$ cat src/rtl/tt_um_counter_sequencer_if.sv
// ---------------------------------------------------------------------------
// tt_um_counter_sequencer_if
// Purpose : bundles the Tiny Tapeout style I/O of the counter sequencer so
//           the block and its driver share one connection object.
// Signals : ena     - tile enable (ignored by the block)
//           ui_in   - [2:0] modulus select, [3] start, [4] pause, [5] abort
//           uio_in  - [7:4] wrap target
//           uo_out  - [2:0] count, [3] wrap pulse, [4] busy, [5] done,
//                     [7:6] state code
//           uio_out - [3:0] wraps completed, [7:4] zero
//           uio_oe  - output enables, constant 8'h0F
// Modports: master drives the inputs, slave is the sequencer itself.
// ---------------------------------------------------------------------------
interface tt_um_counter_sequencer_if;
    logic       ena;
    logic [7:0] ui_in;
    logic [7:0] uio_in;
    logic [7:0] uo_out;
    logic [7:0] uio_out;
    logic [7:0] uio_oe;

    modport master (
        output ena,
        output ui_in,
        output uio_in,
        input  uo_out,
        input  uio_out,
        input  uio_oe
    );

    modport slave (
        input  ena,
        input  ui_in,
        input  uio_in,
        output uo_out,
        output uio_out,
        output uio_oe
    );
endinterface

$ cat src/rtl/tt_um_counter_sequencer.sv
// ---------------------------------------------------------------------------
// tt_um_counter_sequencer
// Purpose : modulo-M counter that runs until it has wrapped W times, with
//           pause (level) and abort controls. M and W are captured at start.
// Ports   : clk   - rising-edge clock
//           rst_n - asynchronous, active-low reset
//           io    - slave side of tt_um_counter_sequencer_if (see there for
//                   the bit assignment of ui_in/uio_in/uo_out/uio_out)
// ---------------------------------------------------------------------------
module tt_um_counter_sequencer (
    input  logic                            clk,
    input  logic                            rst_n,
    tt_um_counter_sequencer_if.slave        io
);

    typedef enum logic [1:0] {
        IDLE  = 2'b00,
        RUN   = 2'b01,
        PAUSE = 2'b10,
        DONE  = 2'b11
    } state_e;

    state_e     state_q, state_d;
    logic [2:0] count_q, count_d;
    logic [3:0] wraps_q, wraps_d;
    logic       wrap_q,  wrap_d;
    logic [3:0] m_q,     m_d;      // modulus, 1..8
    logic [3:0] w_q,     w_d;      // wrap target, 0 = free-run
    logic       start_q;           // previous ui_in[3]
    logic       armed_q;           // low for the first clock after reset

    logic       start_in;
    logic       pause_in;
    logic       abort_in;
    logic       start_edge;
    logic       last_count;
    logic [3:0] wraps_inc;

    assign start_in  = io.ui_in[3];
    assign pause_in  = io.ui_in[4];
    assign abort_in  = io.ui_in[5];

    // The armed flag keeps a start level that is already high when reset
    // is released from looking like a rising edge on the first clock.
    assign start_edge = start_in & ~start_q & armed_q;

    assign last_count = ({1'b0, count_q} == (m_q - 4'd1));
    assign wraps_inc  = wraps_q + 4'd1;

    always_ff @(posedge clk or negedge rst_n) begin
        if (!rst_n) begin
            state_q <= IDLE;
            count_q <= 3'd0;
            wraps_q <= 4'd0;
            wrap_q  <= 1'b0;
            m_q     <= 4'd6;
            w_q     <= 4'd0;
            start_q <= 1'b0;
            armed_q <= 1'b0;
        end else begin
            state_q <= state_d;
            count_q <= count_d;
            wraps_q <= wraps_d;
            wrap_q  <= wrap_d;
            m_q     <= m_d;
            w_q     <= w_d;
            start_q <= start_in;
            armed_q <= 1'b1;
        end
    end

    always_comb begin
        state_d = state_q;
        count_d = count_q;
        wraps_d = wraps_q;
        wrap_d  = 1'b0;
        m_d     = m_q;
        w_d     = w_q;

        unique case (state_q)
            IDLE, DONE: begin
                if (abort_in) begin
                    state_d = IDLE;
                    count_d = 3'd0;
                    wraps_d = 4'd0;
                end else if (start_edge) begin
                    state_d = RUN;
                    count_d = 3'd0;
                    wraps_d = 4'd0;
                    m_d     = {1'b0, io.ui_in[2:0]} + 4'd1;
                    w_d     = io.uio_in[7:4];
                end
            end
            RUN: begin
                if (abort_in) begin
                    state_d = IDLE;
                    count_d = 3'd0;
                    wraps_d = 4'd0;
                end else if (pause_in) begin
                    state_d = PAUSE;
                end else if (last_count) begin
                    // M==1 lands here every cycle: count stays 0, pulse each clock.
                    count_d = 3'd0;
                    wrap_d  = 1'b1;
                    wraps_d = wraps_inc;
                    if ((w_q != 4'd0) && (wraps_inc == w_q)) begin
                        state_d = DONE;
                    end
                end else begin
                    count_d = count_q + 3'd1;
                end
            end
            PAUSE: begin
                if (abort_in) begin
                    state_d = IDLE;
                    count_d = 3'd0;
                    wraps_d = 4'd0;
                end else if (!pause_in) begin
                    state_d = RUN;
                end
            end
            default: begin
                state_d = IDLE;
            end
        endcase
    end

    // Outputs are pure decodes of registered state, so they change on the
    // same edge as the state and fall to zero as soon as reset asserts.
    assign io.uo_out  = {state_q,
                         (state_q == DONE),
                         ((state_q == RUN) || (state_q == PAUSE)),
                         wrap_q,
                         count_q};
    assign io.uio_out = {4'b0000, wraps_q};
    assign io.uio_oe  = 8'h0F;

    logic unused_inputs;
    assign unused_inputs = &{1'b0, io.ena, io.ui_in[7:6], io.uio_in[3:0]};

endmodule

$ cat src/flat_wrapper.sv
// flat-port wrapper written by rule: the top's interface ports become plain ports
module tt_um_counter_sequencer_flat 
  (clk, rst_n, io_ena, io_ui_in, io_uio_in, io_uo_out, io_uio_out, io_uio_oe);
  tt_um_counter_sequencer_if io_i ();
  input  logic clk;
  input  logic rst_n;
  input wire logic [$bits(io_i.ena)-1:0] io_ena;
  input wire logic [$bits(io_i.ui_in)-1:0] io_ui_in;
  input wire logic [$bits(io_i.uio_in)-1:0] io_uio_in;
  output wire logic [$bits(io_i.uo_out)-1:0] io_uo_out;
  output wire logic [$bits(io_i.uio_out)-1:0] io_uio_out;
  output wire logic [$bits(io_i.uio_oe)-1:0] io_uio_oe;
  assign io_i.ena = io_ena;
  assign io_i.ui_in = io_ui_in;
  assign io_i.uio_in = io_uio_in;
  assign io_uo_out = io_i.uo_out;
  assign io_uio_out = io_i.uio_out;
  assign io_uio_oe = io_i.uio_oe;
  tt_um_counter_sequencer u_core (.clk(clk), .rst_n(rst_n), .io(io_i));
endmodule
$ cat config.mk
export PLATFORM = sky130hd
export DESIGN_NAME = tt_um_counter_sequencer_flat
export DESIGN_NICKNAME = d
export VERILOG_FILES = /design/src/rtl/tt_um_counter_sequencer_if.sv /design/src/rtl/tt_um_counter_sequencer.sv /design/src/flat_wrapper.sv
export SDC_FILE = /design/constraint.sdc
export NUM_CORES = 1
export LEC_CHECK = 0
export CAP_MARGIN = 15
export CORE_UTILIZATION = 45
export CTS_CLUSTER_DIAMETER = 50
export DETAILED_ROUTE_END_ITERATION = 12
export HOLD_SLACK_MARGIN = 0.12
export PLACE_DENSITY = 0.79
export SYNTH_ARGS = -nofsm -noshare
export SYNTH_HDL_FRONTEND = slang
export SYNTH_SLANG_ARGS = --single-unit
$ cat constraint.sdc
create_clock -name clk -period 2.2 [get_ports clk]
set_input_delay 0.22 -clock clk [delete_from_list [all_inputs] [get_ports clk]]
set_output_delay 0.22 -clock clk [all_outputs]
set_load 0.1 [all_outputs]
# Word level (Yosys, flattened, before mapping)
# Index checks and enable logic that the tools add are counted.
# classes
add_sub_neg	4
mul	0
div_mod_pow	0
order_cmp	0
n_eq_ne	12
n_shift	0
mux	27
bitwise_logic	4
n_reduce_logical	9
# op_table
op	count
4-bit two-way mux	6
3-bit two-way mux	6
2-bit two-way mux	8
4-bit case mux with 3 select lines	1
3-bit case mux with 3 select lines	1
4-bit by 3-bit inequality test with 1-bit output, second input constant	2
4-bit AND reduction	2
3-bit by 2-bit inequality test with 1-bit output, second input constant	2
3-bit inequality test, second input constant	2
2-bit case mux with 3 select lines	1
3-bit AND reduction	2
3-bit by 1-bit adder with 4-bit output, second input constant	1
4-bit by 1-bit adder with 4-bit output, second input constant	1
2-bit == test, second input constant	2
3-bit by 4-bit == test with 1-bit output	1
4-bit == test	1
1-bit two-way mux	4
4-bit nonzero test	1
4-bit by 1-bit subtractor with 4-bit output, second input constant	1
3-bit by 1-bit adder with 3-bit output, second input constant	1
1-bit AND	2
2-bit by 1-bit == test with 1-bit output, second input constant	1
2-bit logical NOT	1
2-bit inequality test, second input constant	1
4 further kinds	5
# word_totals
reg_bits	20
latchBits	0
mem_bits_rw	0
mem_bits_ro	0
out_inout_bits	24
n_memories	0

# Logic depth before layout (Yosys ltp)
# depth
word_depth	8
mapped_depth	8
mapped_depth_nobuf	7

# Worst setup path after synthesis
# OpenSTA, ideal clock, no wires.
# synth_path
path_kind	flip-flop to flip-flop
start	reg u_core.wraps_q[0]
end	reg u_core.state_q[0]
t_arrival_ns	2.379
slack_ns	-0.261
path_stages_with_launch	6
cell_sequence	dfrtp_1 > nand3_1 > xnor2_1 > nand2_8 > or4_1 > a31oi_1
# synth_via
elab_chain_len	5
# synth_rtl
item	line_no	source
start, declared	tt_um_counter_sequencer.sv:25	logic [3:0] wraps_q, wraps_d;
start signal, assigned	tt_um_counter_sequencer.sv:63	wraps_q <= wraps_d;
4-bit by 1-bit adder with 4-bit output	tt_um_counter_sequencer.sv:48	assign wraps_inc = wraps_q + 4'd1;
4-bit == test	tt_um_counter_sequencer.sv:106	if ((w_q != 4'd0) && (wraps_inc == w_q)) begin
1-bit logical AND	tt_um_counter_sequencer.sv:106	
4-bit by 3-bit inequality test with 1-bit output (no source line)	-	
4-bit AND reduction (no source line)	-	
end signal, assigned	tt_um_counter_sequencer.sv:61	state_q <= state_d;
end, declared	tt_um_counter_sequencer.sv:23	state_e state_q, state_d;
# No other way between the ends.
# A chain may end at the register's enable or synchronous reset.

# Final worst setup path
# layout_path
start	reg u_core.m_q[1]
end	reg u_core.state_q[0]
# layout_via
elab_chain_len	4
# layout_rtl
item	line_no	source
start, declared	tt_um_counter_sequencer.sv:27	logic [3:0] m_q, m_d;
start signal, assigned	tt_um_counter_sequencer.sv:65	m_q <= m_d;
4-bit by 1-bit subtractor with 4-bit output	tt_um_counter_sequencer.sv:47	assign last_count = ({1'b0, count_q} == (m_q - 4'd1));
3-bit by 4-bit == test with 1-bit output	tt_um_counter_sequencer.sv:47	
4-bit by 3-bit inequality test with 1-bit output (no source line)	-	
4-bit AND reduction (no source line)	-	
# No other way between the ends.

==> impl_metrics.yaml <==
finish:
  diodes: 0
  layout-drive-gt1-share_pct: 28.21
  fin_nets: 183
  nFillCells: 236
  area_growth_pct: 22.24
setup_path:
  critPathBufInv: 1
  start_kind: "register"
  crit_path_cell_trace: "inv_1 > ha_1 > xor2_2 > o21ai_2 > o2111ai_2 > or4_4 > a31oi_2"
  crit_type: "register to register"
  path_max_fanout: 3
  critPathSlowestCell: "or4_4"
  crit_family: "simple AND/OR/NAND/NOR gates"
  required_ns: 2.42
  critPathArrivalTime_ns: 2.30
  slowest_delay_ns: 0.57
  rrSetupSlack_ns: 0.12
  cp-end-kind: "register"
die:
  pin_count: 43
  initial_utilization_pct: 49.07
  num_rows: 18
  die_area_um2: 3016
  die_w_um: 54.92
  core_area_um2: 2567
  die_h_um: 54.92
sta:
  period_needed_ns: 2.085
  worst_slew_pin_slew_ns: 0.5243
  hold_violations: 0
  grt_setup_unrepaired: "no"
  clock-skew-final_ns: 0.01514
  fin_tns_setup_ns: 0
  max_freq_mhz: 479.7
  finalSetupViolations: 0
  drv_slew: 0
  holdWs_ns: 0.2228
  finalCritPeriodShare_pct: 94.76
  relSlewSlack_pct: 65.04
yosys:
  ys_types: 39
  syn_area_um2: 1260
  synth_common_cells: "dfrtp_1, buf_4, nand2_1"
  synth_area_per_cell_um2: 9.767
  synthArstFlopShare_pct: 100.0
  yosysMostFrequentCell: "dfrtp_1"
  yosys.area.top_type: "dfrtp_1"
  yosys_warnings: 0
  seq_area_frac_synth_pct: 39.92
  synth_seq_cells: 20
  synth-edff-count: 0
  yosys.area.top_type_share_pct: 35.75
  netlist_instances: 129
  synthFlopType: "dfrtp_1"
  synthTopCellsByArea: "dfrtp_1, buf_4, ha_1, dfstp_2, mux2_2"
cts:
  cts_htree_levels: 1
  tritoncts: "yes"
  cts.clk_slew.worst_paths_ns: 0.12
  cts-root-buf: "clkbuf_4"
  cts.path.max_buffers: 2
  worst_skew_pair.late_latency_ns: 0.31
  post-cts-setup-buffer-count: 0
  numClockSinks: 20
  cts_buffers: 3
power_and_ir_drop:
  power.density_nw_per_um2: 1359
  ir_worst_vdd_v: 0.0008555
  p_leak_nw: 0.6962
drt:
  routedWlPerCell_um: 12.47
  drc: 0
  viasPerCell: 5.108
  vias: 950
  drt_pre_antenna_iters: 4
  drt_iter0_markers: 11
  ant_nets: 0
  wirelength_mm: 2.319
global_routing:
  grt_pass1_wl_mm: 3.670
  grt_max_degree: 21
  grt_use_total_pct: 17.61
  antenna_found_initial: 0
  grt_overflow_total: 0
  grt_pass1_vias: 888
worst_hold_path:
  hp-class: "input pin to async pin"
placed_design:
  hpwl_mm: 1.820
  io_buffer_count: 23
  gp_congestion: 0.8022
job:
  cap_viol_max_count: 0
status:
  status: "completed"
-- flip-flops by register name, indices dropped and copies added (netlist names) --
register / count
u_core.armed_q: 1
u_core.wraps_q: 4
u_core.state_q: 2
u_core.m_q: 4
u_core.wrap_q: 1
u_core.w_q: 4
u_core.start_q: 1
u_core.count_q: 3
-- worst register-to-register path, cell delays in order, from the launching register on --
cell,delay (ns)
dfstp_2,0.56
inv_1,0.05
ha_1,0.20
xor2_2,0.16
o21ai_2,0.07
o2111ai_2,0.16
or4_4,0.57
a31oi_2,0.21
-- power breakdown --
part           internal, mW  switching, mW
Combinational         0.371          0.815
Sequential            0.492          0.117
Clock                 0.184          0.116
Total                  1.05           1.05
-- logic make-up after synthesis --
| logic type | share of synthesized area, % |
|---|---|
| simple gates | 15.29 |
| mux | 3.575 |
| fa+ha+maj | 6.951 |
| flops | 39.92 |
| xor+xnor | 8.144 |
| buf+inv | 11.32 |
| other cells | 0.5961 |
| compound gates | 14.20 |
-- layout by cell type (no fill, tap or decap), types with 3 or more instances in the layout --
cell type,synthesis,final
nor2_1,5,5
dfrtp_2,0,8
xor2_1,5,5
dfrtp_1,18,10
mux2_2,4,4
buf_4,13,16
a21oi_1,5,5
o22ai_1,3,3
o21ai_1,4,3
nor3_1,4,4
nand2_1,10,10
inv_1,9,9
o211ai_1,4,4
ha_1,7,7
xnor2_1,3,3
clkbuf_4,0,3
conb_1,2,13
o21ai_0,3,3
clkdlybuf4s50_1,0,11
-- area by class of cell --
cell class,instances,area [µm²],share of cell area (%)
Multi-Input combinational cell,95,669.4,43.46
Sequential cell,20,513.0,33.31
Timing Repair Buffer,27,230.2,14.95
Inverter,10,37.54,2.437
Tap cell,30,37.54,2.437
Clock inverter,1,30.03,1.950
Clock buffer,3,22.52,1.462
-- metal layers --
layer / GRT usage [%] / part of all wire [%] / wire, µm
met1: 20.00 / 44 / 1010
met5: 0 / 0 / 0
met4: 2.500 / 0 / 0
met3: 5.738 / 6.9 / 160
met2: 32.53 / 50 / 1148
-- timing repair --
item,CTS,global route
setup endpoints to repair,0,2
resized for setup,0,3
hold buffers,0,0
-- path summary, 6_finish.rpt --
kind	cells past startpoint	to	from
min	2	u_core.armed_q$_DFF_PN0_	rst_n
max reg2reg	7	u_core.state_q[0]$_DFFE_PN0P_	u_core.m_q[1]$_DFFE_PN1P_
max in group asynchronous	2	u_core.m_q[1]$_DFFE_PN1P_	rst_n
min in group clk	1	u_core.start_q$_DFF_PN0_	io_ui_in[3]
max	7	u_core.state_q[0]$_DFFE_PN0P_	u_core.m_q[1]$_DFFE_PN1P_
min reg2reg	1	u_core.w_q[1]$_DFFE_PN0P_	u_core.w_q[1]$_DFFE_PN0P_
-- through the flow --
step / std cells / util, % / instance area [µm²] / setup slack, ns / power, mW
final: 186 / 59.99 / 1540 / 0.1152 / 2.094
after global routing: 186 / 59.99 / 1540 / 0.002971 / 2.225
after CTS: 186 / 59.45 / 1526 / 0.05496 / 2.088
after detailed placement: 182 / 57.41 / 1474 / 0.09638 / 1.783
after global placement: 182 / 57.41 / 1474 / 0.1546 / 1.751
after floorplan: 140 / - / 1311 / -0.01254 / 1.548
(Power assumes the default switching activity.)
